$ cat config.mk
export PLATFORM = sky130hd
export DESIGN_NAME = pc16_rstack
export DESIGN_NICKNAME = d
export VERILOG_FILES = /design/src/rtl/pc16_rstack_pkg.sv /design/src/rtl/pc16_rstack_inc16.sv /design/src/rtl/pc16_rstack.sv
export SDC_FILE = /design/constraint.sdc
export NUM_CORES = 1
export LEC_CHECK = 0
export BUFFER_PORTS_ARGS = -buffer_cell sky130_fd_sc_hd__clkbuf_2
export CORE_ASPECT_RATIO = 0.6
export CORE_MARGIN = 4
export CORE_UTILIZATION = 25
export CTS_BUF_LIST = sky130_fd_sc_hd__clkbuf_8 sky130_fd_sc_hd__clkbuf_16
export CTS_CLUSTER_SIZE = 14
export DETAILED_ROUTE_END_ITERATION = 10
export HOLD_SLACK_MARGIN = 0.06
export REMOVE_ABC_BUFFERS = 1
export SYNTH_ARGS = -nofsm -noshare
export SYNTH_HDL_FRONTEND = slang
export SYNTH_SLANG_ARGS = --single-unit
$ cat constraint.sdc
create_clock -name clk -period 4.1 [get_ports clk]
set_input_delay 0 -clock clk [delete_from_list [all_inputs] [get_ports clk]]
set_output_delay 0 -clock clk [all_outputs]
set_load 0.05 [all_outputs]
$ cat src/rtl/pc16_rstack_pkg.sv
// Shared definitions for the pc16_rstack program counter.
//   WORD_W      : program counter / return address width
//   RESET_VEC   : address loaded on reset and on CLR
//   action_t    : one action per cycle, chosen by fixed strobe priority
//   select_action() : maps the five strobes onto a single action
package pc16_rstack_pkg;

  localparam int          WORD_W    = 16;
  localparam logic [15:0] RESET_VEC = 16'h0000;

  typedef enum logic [2:0] {
    ACT_HOLD = 3'd0,
    ACT_INC  = 3'd1,
    ACT_LOAD = 3'd2,
    ACT_CALL = 3'd3,
    ACT_RET  = 3'd4,
    ACT_CLR  = 3'd5
  } action_t;

  // Priority CLR > RET > CALL > LOAD > INC > hold. Lower strobes raised
  // together with a higher one are discarded entirely.
  function automatic action_t select_action(input logic clr,
                                            input logic ret,
                                            input logic call,
                                            input logic load,
                                            input logic inc);
    action_t act;
    if (clr)       act = ACT_CLR;
    else if (ret)  act = ACT_RET;
    else if (call) act = ACT_CALL;
    else if (load) act = ACT_LOAD;
    else if (inc)  act = ACT_INC;
    else           act = ACT_HOLD;
    return act;
  endfunction

endpackage

$ cat src/rtl/pc16_rstack_inc16.sv
// 16-bit incrementer built as a ripple chain of XOR/AND half-adders.
//   a : input word
//   y : a + 1, modulo 2^16 (0xFFFF wraps to 0x0000, carry-out dropped)
module pc16_rstack_inc16
  import pc16_rstack_pkg::*;
(
  input  logic [WORD_W-1:0] a,
  output logic [WORD_W-1:0] y
);

  // carry[0] is the constant +1 injected at the LSB.
  logic [WORD_W-1:0] carry;

  assign carry[0] = 1'b1;

  generate
    for (genvar gi = 0; gi < WORD_W; gi++) begin : g_ha
      assign y[gi] = a[gi] ^ carry[gi];
      // The carry out of the top bit is the wrap and is intentionally dropped.
      if (gi < WORD_W - 1) begin : g_carry
        assign carry[gi+1] = a[gi] & carry[gi];
      end
    end
  endgenerate

endmodule

$ cat src/rtl/pc16_rstack.sv
// 16-bit program counter with a DEPTH-entry hardware return-address stack.
//   clk   : sole clock, rising edge
//   reset : asynchronous active-high reset
//   D     : jump / call target
//   CLR   : synchronous clear of Q, stack count and ERR
//   RET   : pop return address into Q
//   CALL  : push Q+1 and jump to D
//   LOAD  : jump to D
//   INC   : Q <= Q+1
//   Q     : current program counter (registered)
//   EMPTY : stack count == 0
//   FULL  : stack count == DEPTH
//   ERR   : sticky overflow/underflow flag, cleared by reset or CLR
module pc16_rstack
  import pc16_rstack_pkg::*;
#(
  parameter int DEPTH = 4
)(
  input  logic              clk,
  input  logic              reset,
  input  logic [WORD_W-1:0] D,
  input  logic              CLR,
  input  logic              RET,
  input  logic              CALL,
  input  logic              LOAD,
  input  logic              INC,
  output logic [WORD_W-1:0] Q,
  output logic              EMPTY,
  output logic              FULL,
  output logic              ERR
);

  // SP counts 0..DEPTH inclusive, so it needs one more code than an index.
  localparam int SP_W  = $clog2(DEPTH + 1);
  localparam int IDX_W = $clog2(DEPTH);

  logic [WORD_W-1:0] q_reg, q_next;
  logic [SP_W-1:0]   sp_reg, sp_next;
  logic              err_reg, err_next;
  logic              push_en;

  logic [WORD_W-1:0] stack_mem [DEPTH];

  logic [WORD_W-1:0] q_inc;
  logic [SP_W-1:0]   sp_dec;
  logic [IDX_W-1:0]  push_idx;
  logic [IDX_W-1:0]  pop_idx;
  logic              empty_w;
  logic              full_w;
  action_t           action;

  // Single incrementer shared by the INC path and the CALL return address.
  pc16_rstack_inc16 u_inc (
    .a (q_reg),
    .y (q_inc)
  );

  assign empty_w  = (sp_reg == '0);
  assign full_w   = (sp_reg == SP_W'(DEPTH));
  assign sp_dec   = sp_reg - SP_W'(1);
  // Truncation is safe: a push only happens with SP < DEPTH and a pop
  // only with SP > 0, so both indices are always inside the array.
  assign push_idx = sp_reg[IDX_W-1:0];
  assign pop_idx  = sp_dec[IDX_W-1:0];

  assign action = select_action(CLR, RET, CALL, LOAD, INC);

  always_comb begin
    q_next   = q_reg;
    sp_next  = sp_reg;
    err_next = err_reg;
    push_en  = 1'b0;
    case (action)
      ACT_CLR: begin
        q_next   = RESET_VEC;
        sp_next  = '0;
        err_next = 1'b0;
      end
      ACT_RET: begin
        if (!empty_w) begin
          q_next  = stack_mem[pop_idx];
          sp_next = sp_dec;
        end else begin
          err_next = 1'b1;
        end
      end
      ACT_CALL: begin
        // On overflow the jump is suppressed as well as the push.
        if (!full_w) begin
          push_en = 1'b1;
          q_next  = D;
          sp_next = sp_reg + SP_W'(1);
        end else begin
          err_next = 1'b1;
        end
      end
      ACT_LOAD: q_next = D;
      ACT_INC:  q_next = q_inc;
      default:  ;
    endcase
  end

  always_ff @(posedge clk or posedge reset) begin
    if (reset) begin
      q_reg   <= RESET_VEC;
      sp_reg  <= '0;
      err_reg <= 1'b0;
    end else begin
      q_reg   <= q_next;
      sp_reg  <= sp_next;
      err_reg <= err_next;
    end
  end

  // Stack contents are don't-care after reset, so no reset term here.
  always_ff @(posedge clk) begin
    if (push_en) begin
      stack_mem[push_idx] <= q_inc;
    end
  end

  assign Q     = q_reg;
  assign EMPTY = empty_w;
  assign FULL  = full_w;
  assign ERR   = err_reg;

endmodule
Word level (Yosys, flattened, before mapping)

Memories as Yosys holds them, arrays and structs flattened.
Cells that the tools add are included.

Memory bits (writable): 64
Bits in registers: 20
Bits of input ports: 23
Memories kept: 1
Word-level logic and storage cells: 70
Output and inout bits: 19

Reduce and logical (&&, ||, !) cells: 6
Bitwise operators: 30
Add/sub/neg operators: 2
Equal/unequal tests: 10
Muxes and demuxes: 18

Memories:

| memory    | words | bits a word | rd ports | clocked after Yosys merged registers in | wr ports | line              | source |
|---|---|---|---|---|---|---|---|
| stack_mem | 4     | 16          | 1        | 0                                       | 1        | pc16_rstack.sv:42 | `logic [WORD_W-1:0] stack_mem [DEPTH];` |

Operator list:

| cell                | count |
|---|---|
| $pmux 16 s5         | 1 |
| $mux 16             | 2 |
| $xor 1x1->1         | 15 |
| $and 1x1->1         | 14 |
| $mux 3              | 4 |
| $eq 3x3->1 const B  | 3 |
| $pmux 3 s3          | 1 |
| $reduce_and 3->1    | 3 |
| $ne 2x2->1 const B  | 4 |
| $mux 1              | 7 |
| $eq 3x2->1 const B  | 2 |
| $reduce_bool 5->1   | 1 |
| $mux 2              | 2 |
| $add 3x1->3 const B | 1 |
| $eq 3x1->1 const B  | 1 |
| $logic_not 3->1     | 1 |
| $pmux 1 s3          | 1 |
| $reduce_bool 3->1   | 1 |
| $sub 3x1->3 const B | 1 |
| $not 1->1           | 1 |

Depth between registers and ports, before layout

Depth in word-level cells: 16
Gate-level depth with buffers: 17
Gate-level depth less buffers: 17

Cells and area by module

From an unflattened synthesis, not the netlist that was laid out.

Cells, all modules: 269
Area, all modules: 3896.2 µm²

Modules (own cells, without submodules):

| module            | area each (µm²) | seq. area each (µm²) | cells an instance | instances |
|---|---|---|---|---|
| pc16_rstack       | 3708.6          | 2422.3               | 253               | 1 |
| pc16_rstack_inc16 | 187.7           | 0.0                  | 16                | 1 |

Least setup slack after synthesis

Ideal clock, no wire load.

Kind: register to register
Start: register q_reg[0], in the netlist Q[0]
End: register q_reg[15], in the netlist Q[15]
Cell stages (with the launch flop): 18
Period minus slack after synthesis: 3.829 ns
Slack: 0.271 ns
Arrival: 3.699 ns
Data required time: 3.970 ns
Path buffers: 0
Cell sequence: dfrtp_1 ha_1 ha_1 ha_1 ha_1 ha_1 ha_1 ha_1 ha_1 ha_1 ha_1 ha_1 ha_1 ha_1 ha_1 xor2_1 a221oi_1 a21oi_2

Word-level cells in the longest chain between the ends: 16

RTL lines:

| what                       | line                    | source |
|---|---|---|
| start: declaration         | pc16_rstack.sv:37       | `logic [WORD_W-1:0] q_reg, q_next;` |
| start signal: assignment   | pc16_rstack.sv:109      | `q_reg <= q_next;` |
| $and 1x1->1 (14 in series) | pc16_rstack_inc16.sv:21 | `assign carry[gi+1] = a[gi] & carry[gi];` |
| $xor 1x1->1                | pc16_rstack_inc16.sv:18 | `assign y[gi] = a[gi] ^ carry[gi];` |
| named net q_inc[15]        | pc16_rstack.sv:44       | `logic [WORD_W-1:0] q_inc;` |
| $pmux 16 s5                | pc16_rstack.sv:73       | `case (action)` |

The timed path passes the listed nets, and every way through them passes these cells.
A chain may end at the register's enable or synchronous reset.

Worst setup path after layout

Same ends and word-level chain as after synthesis.

==> impl_results.md <==
* Top_reg_cell synth: edfxtp_1
* H-tree depth at 3
* Num CTS Buffers at 9
* Finished Layout Cells at 526
* Kind of end point of the critical path: register
* Final Setup Violations at 0
* Max transition margin at 0.294
* Most frequent cells in the layout: edfxtp_1 (64), clkbuf_2 (41), mux2i_1 (33), dfrtp_1 (20)
* Final min period at 3.82 ns
* Post-Route WL at 9.58 mm
* Root Buffer: clkbuf_16
* Antenna violations before repair at 0
* Netlist cell types at 36
* Ports at 42
* Yosys top cell area share at 0.491
* EDFF count, synth at 64
* Synth Warn # at 0
* Sequential fraction of the synthesis area at 0.619
* WS Path Type: register to register
* Clk Latency, worst-skew pair at 0.34 ns
* Vias in the first global route at 2558
* Overflow after GRT at 0
* Layout Nets at 360
* Layout cells sized above 1 at 0.235
* Top cells by area, synth: edfxtp_1 (49%), dfrtp_1 (13%), mux2i_1 (8.4%)
* Worst-path clk slew at 0.06 ns
* CP arrival at 4.01 ns
* Req. time, crit path at 4.29 ns
* Port Buf Inserts at 41
* Pin count of the biggest net entering global routing at 35
* DP Cell Count at 492
* Layout area overhead at 20.5%
* Final hold vios at 0
* Post-DRT Antenna Nets at 0
* Crit path max fanout at 5
* First-pass GRT wire length at 15.0 mm
* N_diodes at 0
* Most common cell after layout, fill and taps aside: edfxtp_1
* Number of max-slew violations in the final report at 0
* Core area at 15300 um^2
* Startpoint types: register
* DIE WIDTH at 170 um
* Initial Utilization at 0.256
* Synth area leader: edfxtp_1
* Pre-antenna DRT Iters at 5
* Chip height at 105 um
* Detailed Route Iter0 Violations at 162
* Die ar. at 17800 um^2
* Syn Inst Count at 265
* DR WL/cell at 18.2 um
* Achievable clock frequency at 262 MHz
* CTS Sinks at 84
* RSZ-0062 raised after global routing: false
* Via count at 2459
* Max IR drop VDD at 324 uV
* Worst-Margin Slew at 1.06 ns
* Max-cap violations at 0
* Post-synthesis register bit count at 84
* Mapped Area at 3920 um^2
* Vias/cell at 4.67
* Tot GR Track Use at 0.113
* Status: finished clean
* Final Wtd Congestion at 0.722
* Clock skew at 0.00641 ns
* Final worst path period share at 0.932
* Max reg flops at 64
* Detailed placement HPWL at 6.20 mm
* Post CTS Setup Buffer Count at 0
* LEAKAGE at 1.84 nW
* CTS tree: built
* HP Class: input pin to register
* DRC errors left at 0
* Pwr dens at 658 nW/um^2
* Cts repair resizes at 0
* Clock buffer depth at 2
* Fill count at 1550
* Setup TNS at 0 ns
* Rows at 35
* Mean Syn Cell Area at 14.8 um^2
* Ys async rst share at 0.238
## per-layer routing
| metal | global-route usage | up-vias | wire [um] |
|---|---|---|---|
| li1 | - | 1158 | - |
| met5 | 0 | - | 0 |
| met4 | 0.0241 | 0 | 53 |
| met1 | 0.160 | 1210 | 4630 |
| met3 | 0.0408 | 5 | 816 |
| met2 | 0.165 | 86 | 4080 |
## Yosys cell counts (3+ instances only)
cell type   n
edfxtp_1   64
mux2i_1    33
dfrtp_1    20
ha_1       19
a221oi_1   16
o22ai_1    16
o31ai_1    16
a21oi_1    11
a21oi_2    10
buf_2       7
inv_1       7
buf_6       6
nor2_1      5
and2_1      3
and3_1      3
buf_4       3
clkbuf_1    3
nand2_1     3
## timing repair
| item | in CTS | in global routing |
|---|---|---|
| endpoints found under the hold margin | 40 | 0 |
| hold buffers | 18 | 0 |
| endpoints found under the setup margin | 0 | 0 |
## kinds of logic after synthesis
| logic type | Yosys count | synth area share |
|---|---|---|
| AOI/OAI and AO/OA | 74 | 0.142 |
| xor gates and xnor gates | 3 | 0.00671 |
| adders and majority gates | 19 | 0.0607 |
| buffers and inverters | 28 | 0.0476 |
| DFF | 84 | 0.619 |
| muxes | 34 | 0.0872 |
| and+or+nand+nor | 23 | 0.0377 |
## stage by stage
stage | total power [mW] | hold WS (ns) | setup WS [ns] | instance area (um^2) | utilization
6_report | 3.11 | 0.110 | 0.278 | 4720 | 0.308
5_1_grt | 3.28 | 0.124 | 0.0803 | 4720 | 0.308
4_1_cts | 3.14 | 0.0916 | 0.253 | 4720 | 0.308
3_5_place_dp | 2.33 | 0.263 | 0.273 | 4240 | 0.277
3_3_place_gp | 2.30 | 0.248 | 0.387 | 4240 | 0.277
2_1_floorplan | 2.03 | -0.0362 | 0.256 | 3760 | -
## final timing paths
kind	startpoint	end	slack, ns	cells after the start
min in group asynchronous	reset	Q[4]	0.41	3
max in group asynchronous	reset	Q[12]	3.12	3
worst max-delay path	Q[0]	Q[15]	0.28	17
worst max register to register	Q[0]	Q[15]	0.28	17
worst min-delay path	RET	sp_reg[2]	0.11	2
worst min register to register	ERR	ERR	0.52	2
## worst max-delay path: stages, from the launching register on
cell	delay (ns)
dfrtp_1	0.41
ha_1	0.21
ha_1	0.18
ha_1	0.18
ha_1	0.19
ha_1	0.18
ha_1	0.18
ha_1	0.18
ha_1	0.18
ha_1	0.20
ha_1	0.19
ha_1	0.18
ha_1	0.18
ha_1	0.20
ha_1	0.20
xor2_1	0.21
a221oi_1	0.35
a21oi_2	0.09
## cell type report
| class | count | area, um^2 | share of cell area |
|---|---|---|---|
| flip-flops and latches | 84 | 2420 | 0.513 |
| clock buffers | 9 | 225 | 0.0477 |
| inverters | 8 | 30.0 | 0.00636 |
| repair buffers | 62 | 408 | 0.0864 |
| clock inverters | 7 | 68.8 | 0.0146 |
| multi-input cells | 153 | 1310 | 0.278 |
| well taps | 203 | 254 | 0.0538 |
## power breakdown
part | internal, mW | switching [mW] | total (mW)
registers | 1.06 | 0.0768 | 1.14
clock network | 0.469 | 0.321 | 0.791
logic | 0.431 | 0.749 | 1.18
total | 1.96 | 1.15 | 3.11
Power figures use the tool's default switching activity.
